[src/rtl/clk_mon_pkg.sv]
// Shared definitions for the divided-clock period monitor.
//   - default values for every monitor parameter
//   - FSM state encoding (also exported on the debug state port)
//   - in_tol(): absolute-deviation tolerance test used for lock tracking
package clk_mon_pkg;

  localparam int          CNT_W_DEF      = 8;
  localparam int unsigned EXP_PERIOD_DEF = 4;
  localparam int unsigned TOL_DEF        = 0;
  localparam int unsigned LOCK_COUNT_DEF = 4;
  localparam int unsigned TIMEOUT_DEF    = 16;

  typedef enum logic [1:0] {
    ST_SEARCH  = 2'd0,
    ST_MEASURE = 2'd1,
    ST_LOCKED  = 2'd2
  } mon_state_e;

  // True when |meas - expv| <= tol. Done in unsigned arithmetic by
  // subtracting the smaller operand from the larger one.
  function automatic logic in_tol(input int unsigned meas,
                                  input int unsigned expv,
                                  input int unsigned tol);
    int unsigned diff;
    diff = (meas >= expv) ? (meas - expv) : (expv - meas);
    return (diff <= tol);
  endfunction

endpackage

[src/rtl/sync_edge_detect.sv]
// Brings an asynchronous level into the clk_in domain and flags its edges.
//   clk_in   : system clock, rising edge
//   reset_n  : asynchronous active-low reset
//   async_in : asynchronous input level
//   rise     : one-cycle pulse, synchronized level went 0 -> 1
//   fall     : one-cycle pulse, synchronized level went 1 -> 0
// Path: two synchronizer flops, then one edge-detect register holding the
// previous synchronized level. The pulse is acted on by the consumer at the
// third clk_in edge after the input changes.
module sync_edge_detect (
  input  logic clk_in,
  input  logic reset_n,
  input  logic async_in,
  output logic rise,
  output logic fall
);

  logic       sync1_q, sync1_d;
  logic       sync2_q, sync2_d;
  logic       edge_q,  edge_d;
  logic [2:0] fill_q,  fill_d;

  always_comb begin
    sync1_d = async_in;
    sync2_d = sync1_q;
    edge_d  = sync2_q;
    // fill_q[2] marks that edge_q holds a real sample rather than its reset
    // value; a level that is already high when reset releases is not a rise.
    fill_d  = {fill_q[1:0], 1'b1};
  end

  always_ff @(posedge clk_in or negedge reset_n) begin
    if (!reset_n) begin
      sync1_q <= 1'b0;
      sync2_q <= 1'b0;
      edge_q  <= 1'b0;
      fill_q  <= 3'b000;
    end else begin
      sync1_q <= sync1_d;
      sync2_q <= sync2_d;
      edge_q  <= edge_d;
      fill_q  <= fill_d;
    end
  end

  assign rise = fill_q[2] &  sync2_q & ~edge_q;
  assign fall = fill_q[2] & ~sync2_q &  edge_q;

endmodule

[src/rtl/clk_period_monitor.sv]
// Measures the period and high time of a divided clock in clk_in cycles,
// declares lock after LOCK_COUNT consecutive in-tolerance periods and flags
// a sticky timeout when no rising edge arrives within TIMEOUT cycles.
//   clk_in      : system clock, rising edge
//   reset_n     : asynchronous active-low reset
//   div_clk     : monitored clock, asynchronous to clk_in
//   clear_err   : synchronous clear of timeout_err (a same-cycle set wins)
//   period      : last rise-to-rise period, held between measurements
//   high_time   : last rise-to-fall high time, held between measurements
//   meas_valid  : one-cycle pulse when period/high_time update
//   locked      : period stable within tolerance
//   timeout_err : sticky, no rising edge within TIMEOUT cycles
//   dbg_state   : current FSM state
// Handshake: none; meas_valid is a strobe with no back-pressure, and
// period/high_time are valid from the meas_valid cycle until the next one.
module clk_period_monitor
  import clk_mon_pkg::*;
#(
  parameter int          CNT_W      = CNT_W_DEF,
  parameter int unsigned EXP_PERIOD = EXP_PERIOD_DEF,
  parameter int unsigned TOL        = TOL_DEF,
  parameter int unsigned LOCK_COUNT = LOCK_COUNT_DEF,
  parameter int unsigned TIMEOUT    = TIMEOUT_DEF
) (
  input  logic             clk_in,
  input  logic             reset_n,
  input  logic             div_clk,
  input  logic             clear_err,
  output logic [CNT_W-1:0] period,
  output logic [CNT_W-1:0] high_time,
  output logic             meas_valid,
  output logic             locked,
  output logic             timeout_err,
  output mon_state_e       dbg_state
);

  localparam logic [CNT_W-1:0] CNT_MAX   = '1;
  localparam logic [CNT_W-1:0] CNT_ONE   = CNT_W'(1);
  localparam logic [CNT_W-1:0] TIMEOUT_C = CNT_W'(TIMEOUT);
  localparam logic [CNT_W-1:0] LOCK_C    = CNT_W'(LOCK_COUNT);

  logic rise, fall;

  sync_edge_detect u_sync_edge_detect (
    .clk_in   (clk_in),
    .reset_n  (reset_n),
    .async_in (div_clk),
    .rise     (rise),
    .fall     (fall)
  );

  mon_state_e       state_q,  state_d;
  logic [CNT_W-1:0] cnt_q,    cnt_d;
  logic [CNT_W-1:0] hold_q,   hold_d;
  logic [CNT_W-1:0] match_q,  match_d;
  logic [CNT_W-1:0] period_q, period_d;
  logic [CNT_W-1:0] high_q,   high_d;
  logic             mv_q,     mv_d;
  logic             locked_q, locked_d;
  logic             terr_q,   terr_d;

  logic             timeout_hit;
  logic             is_match;
  logic [CNT_W-1:0] match_inc;

  always_comb begin
    state_d  = state_q;
    cnt_d    = cnt_q;
    hold_d   = hold_q;
    match_d  = match_q;
    period_d = period_q;
    high_d   = high_q;
    mv_d     = 1'b0;
    locked_d = locked_q;
    terr_d   = terr_q;

    // Cycle counter: restarts at 1 on a rise so that its value at the next
    // rise equals the rise-to-rise distance; saturates instead of wrapping.
    if (rise) begin
      cnt_d = CNT_ONE;
    end else if (cnt_q != CNT_MAX) begin
      cnt_d = cnt_q + CNT_ONE;
    end

    if (fall) begin
      hold_d = cnt_q;
    end

    is_match  = in_tol(32'(cnt_q), EXP_PERIOD, TOL);
    match_inc = (match_q == CNT_MAX) ? match_q : (match_q + CNT_ONE);

    // A rise landing exactly on the timeout cycle still counts as an edge
    // and is measured (it will simply be a long, mismatching period).
    timeout_hit = (state_q != ST_SEARCH) && !rise && (cnt_q >= TIMEOUT_C);

    case (state_q)
      ST_SEARCH: begin
        // First rise only opens the measurement window.
        match_d = '0;
        if (rise) begin
          state_d = ST_MEASURE;
        end
      end
      ST_MEASURE, ST_LOCKED: begin
        if (timeout_hit) begin
          state_d  = ST_SEARCH;
          locked_d = 1'b0;
          match_d  = '0;
        end else if (rise) begin
          period_d = cnt_q;
          high_d   = hold_q;
          mv_d     = 1'b1;
          if (is_match) begin
            match_d = match_inc;
            if (match_inc >= LOCK_C) begin
              state_d  = ST_LOCKED;
              locked_d = 1'b1;
            end
          end else begin
            match_d  = '0;
            state_d  = ST_MEASURE;
            locked_d = 1'b0;
          end
        end
      end
      default: begin
        state_d  = ST_SEARCH;
        locked_d = 1'b0;
        match_d  = '0;
      end
    endcase

    // Set has priority over clear.
    if (timeout_hit) begin
      terr_d = 1'b1;
    end else if (clear_err) begin
      terr_d = 1'b0;
    end
  end

  always_ff @(posedge clk_in or negedge reset_n) begin
    if (!reset_n) begin
      state_q  <= ST_SEARCH;
      cnt_q    <= '0;
      hold_q   <= '0;
      match_q  <= '0;
      period_q <= '0;
      high_q   <= '0;
      mv_q     <= 1'b0;
      locked_q <= 1'b0;
      terr_q   <= 1'b0;
    end else begin
      state_q  <= state_d;
      cnt_q    <= cnt_d;
      hold_q   <= hold_d;
      match_q  <= match_d;
      period_q <= period_d;
      high_q   <= high_d;
      mv_q     <= mv_d;
      locked_q <= locked_d;
      terr_q   <= terr_d;
    end
  end

  assign period      = period_q;
  assign high_time   = high_q;
  assign meas_valid  = mv_q;
  assign locked      = locked_q;
  assign timeout_err = terr_q;
  assign dbg_state   = state_q;

endmodule

[config.mk]
export PLATFORM = sky130hd
export DESIGN_NAME = clk_period_monitor
export DESIGN_NICKNAME = d
export VERILOG_FILES = /design/src/rtl/clk_mon_pkg.sv /design/src/rtl/sync_edge_detect.sv /design/src/rtl/clk_period_monitor.sv
export SDC_FILE = /design/constraint.sdc
export NUM_CORES = 1
export LEC_CHECK = 0
export CORE_MARGIN = 1
export CORE_UTILIZATION = 50
export CTS_CLUSTER_DIAMETER = 120
export DETAILED_ROUTE_END_ITERATION = 10
export GPL_TIMING_DRIVEN = 0
export PLACE_DENSITY = 0.75
export SYNTH_ARGS = -nofsm -noshare
export SYNTH_HDL_FRONTEND = slang
export SYNTH_HIERARCHICAL = 1
export SYNTH_SLANG_ARGS = --single-unit
export TNS_END_PERCENT = 5
[constraint.sdc]
create_clock -name clk_in -period 2.14 [get_ports clk_in]
set_clock_uncertainty 0.1 [all_clocks]
set_input_delay 0.321 -clock clk_in [delete_from_list [all_inputs] [get_ports clk_in]]
set_output_delay 0.321 -clock clk_in [all_outputs]
set_load 0.02 [all_outputs]
==> results of run 1 <==
-- placed cells by master, fill, tap and decap left out, types with 3 or more instances in the layout --
| cell | instances |
|---|---|
| dfrtp_1 | 47 |
| clkdlybuf4s50_1 | 23 |
| mux2_2 | 19 |
| nand2_1 | 14 |
| nor2_1 | 11 |
| o21ai_0 | 10 |
| clkbuf_1 | 9 |
| buf_4 | 9 |
| inv_1 | 8 |
| ha_1 | 8 |
| a21oi_1 | 6 |
| a211oi_1 | 6 |
| buf_2 | 5 |
| nand4_1 | 5 |
| nand3_1 | 5 |
| a31oi_1 | 5 |
| clkbuf_8 | 5 |
| dfrtp_2 | 4 |
| inv_2 | 3 |
| xnor2_1 | 3 |
| nand2b_1 | 3 |
-- metal layers --
metal	global-route usage	part of all wire	up-vias
li1	-	-	825
met1	0.261	0.44	854
met2	0.346	0.51	35
met3	0.0356	0.034	7
met4	0.0644	0.012	0
met5	0	0	-
-- report_power, final --
part / switching [W] / total (W) / internal [W]
sequential: 0.000136 / 0.00131 / 0.00117
clock: 0.000291 / 0.000641 / 0.000350
combinational: 0.000660 / 0.00127 / 0.000611
-- final cells by class --
class	count	area, sq um
clock inverters	1	30.0
multi-input cells	134	1060
inverters	11	41.3
clock buffers	7	76.3
repair buffers	36	338
flip-flops and latches	51	1280
well taps	52	65.1
fillers	344	1500
plain buffers	11	52.6
-- state kept, by name, summed over array words and instances (netlist names) --
name,flops
cnt_q,8
meas_valid,1
u_sync_edge_detect/edge_q,1
u_sync_edge_detect/sync1_q,1
u_sync_edge_detect/fill_q,3
timeout_err,1
dbg_state,2
locked,1
u_sync_edge_detect/edge_d,1
period,8
high_time,8
match_q,8
hold_q,8
-- critical path, cell delays in order, from the launching register on --
cell and delay (ps):
dfrtp_2 440, inv_2 90, ha_2 200, and2_4 150
o2111ai_4 160, a2111o_1 490, or4b_1 520, a31oi_1 140
-- cells by family (layout without fill, tap and decap cells) --
logic type / after synthesis / after routing
AND/OR/NAND/NOR: 59 / 59
flip-flops: 51 / 51
AO/OA/AOI/OAI: 39 / 39
buffers and inverters: 22 / 66
multiplexers: 21 / 21
adder cells (fa/ha/maj): 10 / 10
XOR/XNOR: 4 / 4
other: 1 / 1
-- per-stage QoR --
| step | std cells | cell area [sq um] |
|---|---|---|
| finish | 303 | 2940 |
| global route | 303 | 2940 |
| global placement | 283 | 2660 |
| CTS | 302 | 2910 |
| floorplan | 207 | 2350 |
| detailed placement | 284 | 2670 |
-- worst min-delay path by stage --
| stage | depth (start not counted) | end | from | slack, ps |
|---|---|---|---|---|
| after floorplan | 0 | cnt_q[0] | reset_n | -70 |
| after global placement | 0 | u_sync_edge_detect/edge_d | u_sync_edge_detect/sync1_q | 230 |
| after detailed placement | 1 | meas_valid | reset_n | 230 |
| after CTS | 0 | u_sync_edge_detect/fill_q[2] | u_sync_edge_detect/fill_q[1] | 260 |
| after global routing | 0 | u_sync_edge_detect/fill_q[2] | u_sync_edge_detect/fill_q[1] | 260 |
| final | 0 | u_sync_edge_detect/fill_q[2] | u_sync_edge_detect/fill_q[1] | 260 |
-- timing repair --
item,in CTS,in global routing
gates resized for setup,13,5
hold buffers,1,0
buffers inserted,9,0
hold endpoints to repair,22,0
pin swaps,7,2
gates cloned,0,1
endpoints found under the setup margin,14,12
==> flow_summary.toml, run 1 <==
[critical_path]
path_max_fanout = 4
crit_path_end_kind = "register"
critPathRequiredTime_ps = 2270
crit_path_end = "match_q[0]"
r2r_slack_ps = -220
reg2reg_depth = 7
worstSetupPathType = "reg2reg"
r2r_end = "match_q[0]"
r2r-start = "cnt_q[2]"
arrival_ps = 2480
cp-startpoint = "cnt_q[2]"
worstSetupStartpointType = "register"

[yosys]
synth_edf_count = 0
yosysWarnings = 6
synth_nets = 221
synth_simple_gate_area_frac = 0.140
synthAdderAreaFrac = 0.0533
synthTopCellsByArea = "dfrtp_1, mux2_2, ha_1"
avgSynthCellArea_sq_um = 11.3
yosysSeqAreaShare = 0.543
syn_inst = 207
ys.flop_type = "dfrtp_1"
async_reset_ff_frac = 1.00
synth_compound_gate_area_share = 0.110
yosysMostFrequentCell = "dfrtp_1"
netlist_area_sq_mm = 0.00235
synth_top_area_share = 0.543
synthXorXnorAreaFrac = 0.0149
synthTopCellsByCount = "dfrtp_1, mux2_2, nand2_1, nor2_1"
synthMuxAreaShare = 0.0996
synth_cell_type_count = 43
synth_top_family_by_area = "simple AND/OR/NAND/NOR gates"
ys_ff_latch = 51
yosys.area.top_type = "dfrtp_1"

[timing]
max_freq_mhz = 425
slew_headroom = 0.653
whs_ps = 255
timing.final.max_slew_violations = 0
final-hold-violation-count = 0
finalSetupViolCount = 12
rsz0062_at_grt = "yes"
period_share = 1.10
tns_ps = -1120
final.min_clock_period_ps = 2360
timing.final.ws_setup_ps = -215
tightest_slew_ps = 521

[grt]
antenna_found_initial = 0
grt_pass1_vias = 1701
grt_pass1_wl_mm = 7.85
grt_start_max_net_pins = 30
overflow = 0
grt.total_usage = 0.201

[detailed_routing]
first_iter_violations = 102
via_count = 1721
drtPass1Iterations = 7
routed_via_density = 5.68
drcViolationCount = 13
wl_per_cell_microns = 15.1
ant_nets = 0
wl_mm = 4.57

[hold_path]
worstHoldPathType = "reg2reg"

[outcome]
outcome = "finished with violations"
violations = "design-rule violations, negative setup slack"

[clock_tree]
root_buffer = "clkbuf_8"
cts_tree = "built"
clkTransAtPathRegs_ps = 90
cts_made_buffers = 5
cts.sink_count = 51
cts_max_level = 2
clockBufferDepth = 2
clock_latency_ps = 300

[placed_design]
dpl.hpwl_mm = 2.98
place_congestion = 0.794
io_buffers = 24
place_ws_ps = -474

[finish]
antenna_cells = 0
final_layout_size_suffix_gt1_frac = 0.235
fin_util = 0.662
final_nets = 264
area_growth_pct = 25.4

[power]
leakage_nw = 1.29
finalPower_w = 0.00322
power.density_mw_per_mm2 = 1090
ir_drop_uv = 776

[job]
drv_cap = 0

[floorplan]
die_w_microns = 70.5
coreArea_sq_mm = 0.00444
start_util = 0.528
num_rows = 24
pin_count = 25
die-area_sq_mm = 0.00498
die_h_microns = 70.5
No activity file was read; power rests on OpenSTA's default activity.
==> run 2: changes to the inputs <==
--- a/config.mk
+++ b/config.mk
@@ -7,10 +7,10 @@
 export LEC_CHECK = 0
 export CORE_MARGIN = 1
 export CORE_UTILIZATION = 50
-export CTS_CLUSTER_DIAMETER = 120
 export DETAILED_ROUTE_END_ITERATION = 10
 export GPL_TIMING_DRIVEN = 0
 export PLACE_DENSITY = 0.75
+export SETUP_SLACK_MARGIN = 0.5
 export SYNTH_ARGS = -nofsm -noshare
 export SYNTH_HDL_FRONTEND = slang
 export SYNTH_HIERARCHICAL = 1
==> run 2 against run 1 <==
Against the previous run:
- the flow still finishes with violations (design-rule violations, negative setup slack)
- global-route usage increased by 0.53 points
- critical path depth unchanged
- final area increased by 0.68%
- hold slack about the same
==> flow_summary.toml, run 2 (synthesis results as in run 1) <==
[critical_path]
crit_path_cell_trace = "inv_2, ha_2, and2_4, o2111ai_4, a2111o_1, or4b_1, a31oi_1"
reg2reg_depth = 7
cp-startpoint = "cnt_q[2]"
r2r-start = "cnt_q[2]"
crit_buf_inv = 1
cpMaxStageDelayCell = "or4b_1"
critPathRequiredTime_ps = 2270
crit_family = "compound AO/OA/AOI/OAI gates"
crit_path_end = "match_q[0]"
worstSetupPathType = "reg2reg"
r2r_end = "match_q[0]"
path_max_fanout = 4
arrival_ps = 2480
worstSetupStartpointType = "register"
max_stage_delay_ps = 520
crit_cells = 7
r2r_slack_ps = -220
crit_path_end_kind = "register"

[finish]
final_layout_size_suffix_gt1_frac = 0.279
area_growth_pct = 26.2
final_nets = 264
final_cell_mix = "dfrtp_1, dlygate4sd2_1, mux2_2"
multi_input_area_sq_mm = 0.00109
antenna_cells = 0
register_area_sq_mm = 0.00128
fin_area_sq_mm = 0.00296
fill_cells = 341
mostFrequentLayoutCell = "dfrtp_1"

[floorplan]
pin_count = 25
die_h_microns = 70.5
coreArea_sq_mm = 0.00444
start_util = 0.528
die-area_sq_mm = 0.00498
die_w_microns = 70.5
num_rows = 24

[timing]
tightest_slew_ps = 516
timing.final.ws_setup_ps = -218
tns_ps = -1380
final.min_clock_period_ps = 2360
max_freq_mhz = 424
finalSetupViolCount = 10
period_share = 1.10
timing.final.max_slew_violations = 0
rsz0062_at_grt = "yes"
slew_headroom = 0.656
final-hold-violation-count = 0

[detailed_routing]
ant_nets = 0
routed_via_density = 5.65
first_iter_violations = 98
drtPass1Iterations = 7
wl_per_cell_microns = 15.1
via_count = 1712
wl_mm = 4.56
drcViolationCount = 12

[power]
ir_drop_uv = 756
p_comb_frac = 0.385
p_int_w = 0.00207
power.density_mw_per_mm2 = 1070
switchingPower_w = 0.00109
leakage_nw = 1.39
switching_share = 0.345
finalPower_w = 0.00316
p_seq_frac = 0.413
clockPowerShare = 0.201

[clock_tree]
cts.sink_count = 51
clock_latency_ps = 300
cts_made_buffers = 5
clockBufferDepth = 2
root_buffer = "clkbuf_8"
clkTransAtPathRegs_ps = 90
cts_max_level = 2
cts_tree = "built"

[hold_path]
worstHoldPathType = "reg2reg"

[grt]
overflow = 0
grt.total_usage = 0.207
antenna_found_initial = 0
grt_pass1_wl_mm = 8.07
grt_pass1_vias = 1738
grt_start_max_net_pins = 30

[job]
drv_cap = 0

[placed_design]
dpl.hpwl_mm = 2.98
io_buffers = 24
placed_area_sq_mm = 0.00267
place_congestion = 0.794

[outcome]
violations = "design-rule violations, negative setup slack"
outcome = "finished with violations"
run 2: repair_timing:
action,in CTS,in global routing
hold buffers,1,0
setup endpoints to repair,57,39
hold endpoints to repair,22,0
resized for setup,43,14
gates cloned,1,0
pin swaps,10,4
setup buffers,9,0
run 2: metrics by stage:
| stage | utilization | hold slack, ps | cells | setup WS, ps |
|---|---|---|---|---|
| after floorplan | - | -74.6 | 207 | -14.4 |
| after CTS | 0.656 | 258 | 303 | -163 |
| after global placement | 0.598 | 233 | 283 | -1010 |
| after detailed placement | 0.601 | 225 | 284 | -474 |
| final | 0.667 | 255 | 303 | -218 |
| after global routing | 0.667 | 262 | 303 | -311 |
run 2: cell type report:
class	count	share of cell area
well taps	52	0.0220
repair buffers	36	0.107
multi-input cells	134	0.369
plain buffers	11	0.0203
clock buffers	7	0.0257
clock inverters	1	0.0101
inverters	11	0.0139
flip-flops and latches	51	0.432
run 2: power groups by stage:
stage | sequential (W) | combinational [W] | clock [W]
final | 0.00131 | 0.00122 | 0.000636
after global routing | 0.00134 | 0.00133 | 0.000692
after CTS | 0.00130 | 0.00115 | 0.000656
after detailed placement | 0.00135 | 0.000985 | 0
after global placement | 0.00134 | 0.000950 | 0
after floorplan | 0.00145 | 0.000482 | 0
run 2: how the worst min path moves through the flow:
stage          cells after the start                            to  slack (ps)                          from
2_1_floorplan                      0                      cnt_q[0]         -70                       reset_n
3_3_place_gp                       0     u_sync_edge_detect/edge_d         230    u_sync_edge_detect/sync1_q
3_5_place_dp                       1                    meas_valid         230                       reset_n
4_1_cts                            0  u_sync_edge_detect/fill_q[2]         260  u_sync_edge_detect/fill_q[1]
5_1_grt                            0  u_sync_edge_detect/fill_q[2]         260  u_sync_edge_detect/fill_q[1]
6_report                           0  u_sync_edge_detect/fill_q[2]         250  u_sync_edge_detect/fill_q[1]
run 2: per-layer routing:
metal / global-route usage / up-vias / wire length, microns
met5: 0 / - / 0
met4: 0.0644 / 0 / 53
met3: 0.0342 / 7 / 128
met2: 0.364 / 31 / 2320
met1: 0.264 / 847 / 2060
li1: - / 827 / -
==> run 3: changes to the inputs <==
--- a/config.mk
+++ b/config.mk
@@ -9,7 +9,7 @@
 export CORE_UTILIZATION = 50
 export DETAILED_ROUTE_END_ITERATION = 10
 export GPL_TIMING_DRIVEN = 0
-export PLACE_DENSITY = 0.75
+export PLACE_DENSITY = 0.73
 export SETUP_SLACK_MARGIN = 0.5
 export SYNTH_ARGS = -nofsm -noshare
 export SYNTH_HDL_FRONTEND = slang
==> constraint.sdc (replaced) <==
create_clock -name clk_in -period 2.9 [get_ports clk_in]
set_clock_uncertainty 0.1 [all_clocks]
set_input_delay 0.435 -clock clk_in [delete_from_list [all_inputs] [get_ports clk_in]]
set_output_delay 0.435 -clock clk_in [all_outputs]
set_load 0.02 [all_outputs]
==> run 3 against run 2 <==
Against the previous run:
- the run ends with design-rule violations, negative hold slack left
- sequential cell count is the same
- sequential share of layout area is 1.9 points higher
- highest routed layer unchanged
- first-iteration DRC count down 31%
- clock-buffer cell count did not move
- via count decreased by 3.3%
- utilization shrank 2.8 points
- clock power shrank 34%
- largest cell class unchanged
- non-clock buffer count fell by 6
- wire length down 8.3%
- hold slack got worse by 260 ps
- power shrank 31%
- largest power group unchanged
==> flow_summary.toml, run 3 (synthesis results as in run 1) <==
[outcome]
outcome = "finished with violations"
violations = "design-rule violations, negative hold slack"

[finish]
final_nets = 258
final_layout_size_suffix_gt1_frac = 0.192
antenna_cells = 0
mostFrequentLayoutCell = "dfrtp_1"
final_cell_mix = "dfrtp_1, clkdlybuf4s50_1, mux2_2"
area_growth_pct = 20.8

[clock_tree]
clock_latency_ps = 300
ctsHoldBuffers = 0
root_buffer = "clkbuf_8"
clkTransAtPathRegs_ps = 90
cts_made_buffers = 5
clockBufferDepth = 2
cts_max_level = 2
cts.sink_count = 51
cts_tree = "built"

[placed_design]
dpl.hpwl_mm = 2.86
place_congestion = 0.798
io_buffers = 24
place_ws_ps = 273

[detailed_routing]
first_iter_violations = 68
wl_per_cell_microns = 14.1
wl_mm = 4.19
ant_nets = 0
routed_via_density = 5.57
via_count = 1655
drtPass1Iterations = 7
drcViolationCount = 3

[floorplan]
coreArea_sq_mm = 0.00444
die_h_microns = 70.5
die_w_microns = 70.5
start_util = 0.528
die-area_sq_mm = 0.00498
num_rows = 24
pin_count = 25

[timing]
tightest_slew_ps = 544
slew_headroom = 0.637
whs_ps = -5.32
final-hold-violation-count = 3
final.min_clock_period_ps = 2380
timing.final.ws_setup_ps = 520
max_freq_mhz = 420
finalSetupViolCount = 0
period_share = 0.821
timing.final.max_slew_violations = 0
rsz0062_at_grt = "yes"

[critical_path]
arrival_ps = 2500
path_max_fanout = 5
crit_path_end_kind = "register"
max_stage_delay_ps = 500
worstSetupStartpointType = "register"
critPathRequiredTime_ps = 3020
worstSetupPathType = "reg2reg"
cpMaxStageDelayCell = "or4b_1"
reg2reg_depth = 7
crit_path_cell_trace = "inv_4, ha_1, nor4b_2, nand4_1, a2111o_1, or4b_1, a31oi_1"

[power]
ir_drop_uv = 470
p_int_w = 0.00145
p_seq_frac = 0.440
switching_share = 0.338
p_comb_frac = 0.367
power.density_mw_per_mm2 = 772
leakage_nw = 1.25
switchingPower_w = 0.000740
clockPowerShare = 0.193

[grt]
grt_pass1_wl_mm = 7.14
grt.total_usage = 0.185
overflow = 0
grt_pass1_vias = 1530
antenna_found_initial = 0
grt_start_max_net_pins = 30

[job]
drv_cap = 0

[hold_path]
worstHoldPathType = "in2async"
-- run 3: repair_timing --
item | CTS | global route
endpoints found under the hold margin | 0 | 0
buffers inserted | 4 | 1
setup endpoints to repair | 10 | 10
gates resized for setup | 7 | 6
pin swaps | 1 | 2
-- run 3: power groups by stage --
stage / clock network (W) / logic, W / registers (W)
3_5_place_dp: 0 / 0.000713 / 0.000991
5_1_grt: 0.000461 / 0.000885 / 0.000981
3_3_place_gp: 0 / 0.000700 / 0.000987
2_1_floorplan: 0 / 0.000354 / 0.00107
4_1_cts: 0.000442 / 0.000777 / 0.000960
6_report: 0.000422 / 0.000805 / 0.000963
-- run 3: routing by layer --
| layer | part of all wire | global-route usage | vias to the layer above | wire (microns) |
|---|---|---|---|---|
| met5 | 0 | 0 | - | 0 |
| met4 | 0.014 | 0.0667 | 0 | 60 |
| met3 | 0.030 | 0.0427 | 7 | 127 |
| met2 | 0.46 | 0.286 | 30 | 1920 |
| met1 | 0.50 | 0.260 | 803 | 2080 |
| li1 | - | - | 815 | - |
-- run 3: worst max-delay path: cells and delay by family, from the launching register on --
family	cells	cell delay (ps)
buf+inv	1	90
compound gates	2	620
simple gates	3	900
flops	1	460
fa+ha+maj	1	130
-- run 3: worst paths after layout --
| check | start | endpoint | slack [ps] |
|---|---|---|---|
| worst max-delay path | cnt_q[3] | match_q[0] | 520 |
| worst min-delay path | reset_n | meas_valid | -5 |
| worst max register to register | cnt_q[3] | match_q[0] | 520 |
| min in group clk_in | u_sync_edge_detect/sync1_q | u_sync_edge_detect/edge_d | 260 |
| max in group asynchronous | reset_n | period[5] | 2170 |
| worst min register to register | u_sync_edge_detect/sync1_q | u_sync_edge_detect/edge_d | 260 |
-- run 3: stage by stage --
step / TNS, ps / cell area, sq um / total power (W) / cells / util
2_1_floorplan: 0 / 2350 / 0.00142 / 207 / -
3_3_place_gp: -8610 / 2650 / 0.00169 / 283 / 0.597
3_5_place_dp: 0 / 2670 / 0.00170 / 284 / 0.601
4_1_cts: 0 / 2800 / 0.00218 / 296 / 0.631
5_1_grt: 0 / 2840 / 0.00233 / 297 / 0.639
6_report: 0 / 2840 / 0.00219 / 297 / 0.639
-- run 3: final cells by class --
type | count | area [sq um]
flip-flops and latches | 51 | 1280
plain buffers | 11 | 47.5
clock buffers | 7 | 86.3
clock inverters | 1 | 8.76
well taps | 52 | 65.1
repair buffers | 30 | 293
multi-input cells | 134 | 1010
fillers | 369 | 1610
inverters | 11 | 46.3
==> edit (config.mk and constraints of run 3) <==
Change the package constant `CNT_W_DEF` from 8 to 7.
--- a/src/rtl/clk_mon_pkg.sv
+++ b/src/rtl/clk_mon_pkg.sv
@@ -6,3 +6,3 @@
 
-  localparam int          CNT_W_DEF      = 8;
+  localparam int          CNT_W_DEF      = 7;
   localparam int unsigned EXP_PERIOD_DEF = 4;
Interface: changed (resized high_time and period); port bits go from 25 to 23. No check against the original RTL was run, so the function may have changed too.
==> edit against run 3 <==
- routed wire length is 2.1% lower
- synthesized area is 10% lower
- cell area is 10% lower
- combinational power hardly changed
- sequential power is 8.0% lower
- synthesized cell count is 10% lower
- critical path type unchanged
- total power is 6.5% lower
- utilization is 0.68 points lower
- sequential cell count is 5 lower
- worst setup slack better by 0.075 ns
==> edit: results (changes against run 3) <==
detailed_routing:
  route.detailed.drc: 0  # was 3
  drt_iter0_drc: 125  # was 68
  dr.pass1.iters: 4  # was 7
  vias_per_cell: 5.59  # was 5.57
placed_design:
  place.gp.congestion: 0.790  # was 0.798
  dp.final_hpwl_mm: 2.84  # was 2.86 mm
  place_ws_ns: 0.556  # was 0.273 ns
  place_area_um2: 2410  # was 2670 µm²
  port_buffers: 22  # was 24
synth:
  muxShareOfSynthArea_pct: 9.08  # was 9.96%
  synth_cell_types: 41  # was 43
  synth_xor_area_share_pct: 2.08  # was 1.49%
  ys_seq_area_share_pct: 54.6  # was 54.3%
  synthTopCellsByCount: "dfrtp_1 (46), mux2_2 (17), nand2_1 (17)"  # was dfrtp_1 (51), mux2_2 (19), nand2_1 (14)
  synth_fp_nets: 199  # was 221
  synth_area_leaders: "dfrtp_1 (55%), mux2_2 (9.1%), ha_1 (5.3%), a21oi_1 (3.3%), nand2_1 (3.0%)"  # was dfrtp_1 (54%), mux2_2 (9.1%), ha_1 (5.3%), o21ai_0 (2.3%), nand2_1 (2.2%)
run_status:
  status: "complete, no violations"  # was finished with violations
worst_hold_path:
  hold_path.class: "flip-flop to flip-flop"  # was input pin to async pin
finish:
  layout.cells.non_filler: 270  # was 297
  drive_gt1_share_pct: 16.8  # was 19.2%
  layout.nets: 233  # was 258
pwr:
  ir_drop_mv: 0.453  # was 0.470 mV
  p_leak_nw: 1.17  # was 1.25 nW
  seqPwrFrac_pct: 43.3  # was 44.0%
  p_clk_uw: 356  # was 422 µW
sta:
  tightest_slew_ns: 0.719  # was 0.544 ns
global_routing:
  track_usage_pct: 20.9  # was 18.5%
  grt_pass1_vias: 1434  # was 1,530
worst_setup_path:
  worstPathMaxFanout: 7  # was 5
-- edit: cell count changes in the layout (fill, tap and decap cells not counted), sizes merged, moves of 4 or more --
cell / delta
and3: +4
a211oi: -5
nor3: +4
buf: -5
dfrtp: -5
a21oi: +9
a31oi: -4
-- edit: critical path, cell delays in order, from the launching register on --
cell	delay, ns
dfrtp_1	0.39
inv_1	0.06
ha_2	0.36
or3b_1	0.37
a311oi_2	0.27
nor3b_4	0.38
a21oi_1	0.14
a21oi_1	0.15
-- edit: per-layer routing --
layer	share of wire, %	GRT usage [%]	vias to the layer above
li1	-	-	720
met1	45	26.6	740
met2	50	34.8	40
met3	3.7	4.62	8
met4	1.5	7.18	0
met5	0	0	-
-- edit: final timing paths --
check | from | endpoint | slack, ns
max | dbg_state[0] | match_q[3] | 0.59
min | u_sync_edge_detect/fill_q[1] | u_sync_edge_detect/fill_q[2] | 0.25
max reg2reg | dbg_state[0] | match_q[3] | 0.59
min reg2reg | u_sync_edge_detect/fill_q[1] | u_sync_edge_detect/fill_q[2] | 0.25
max in group asynchronous | reset_n | u_sync_edge_detect/edge_d | 1.76
min in group asynchronous | reset_n | meas_valid | 0.46
-- edit: timing repair --
action | CTS | global route
resized for setup | 0 | 5
setup buffers | 0 | 3
hold endpoints to repair | 12 | 0
hold buffers | 1 | 0
endpoints found under the setup margin | 0 | 9
-- edit: area by class of cell --
class | instances | share of cell area, %
Sequential cell | 46 | 45.2
Inverter | 11 | 1.62
Buffer | 5 | 1.43
Tap cell | 50 | 2.46
Timing Repair Buffer | 27 | 10.5
Multi-Input combinational cell | 124 | 35.7
Clock buffer | 7 | 3.00
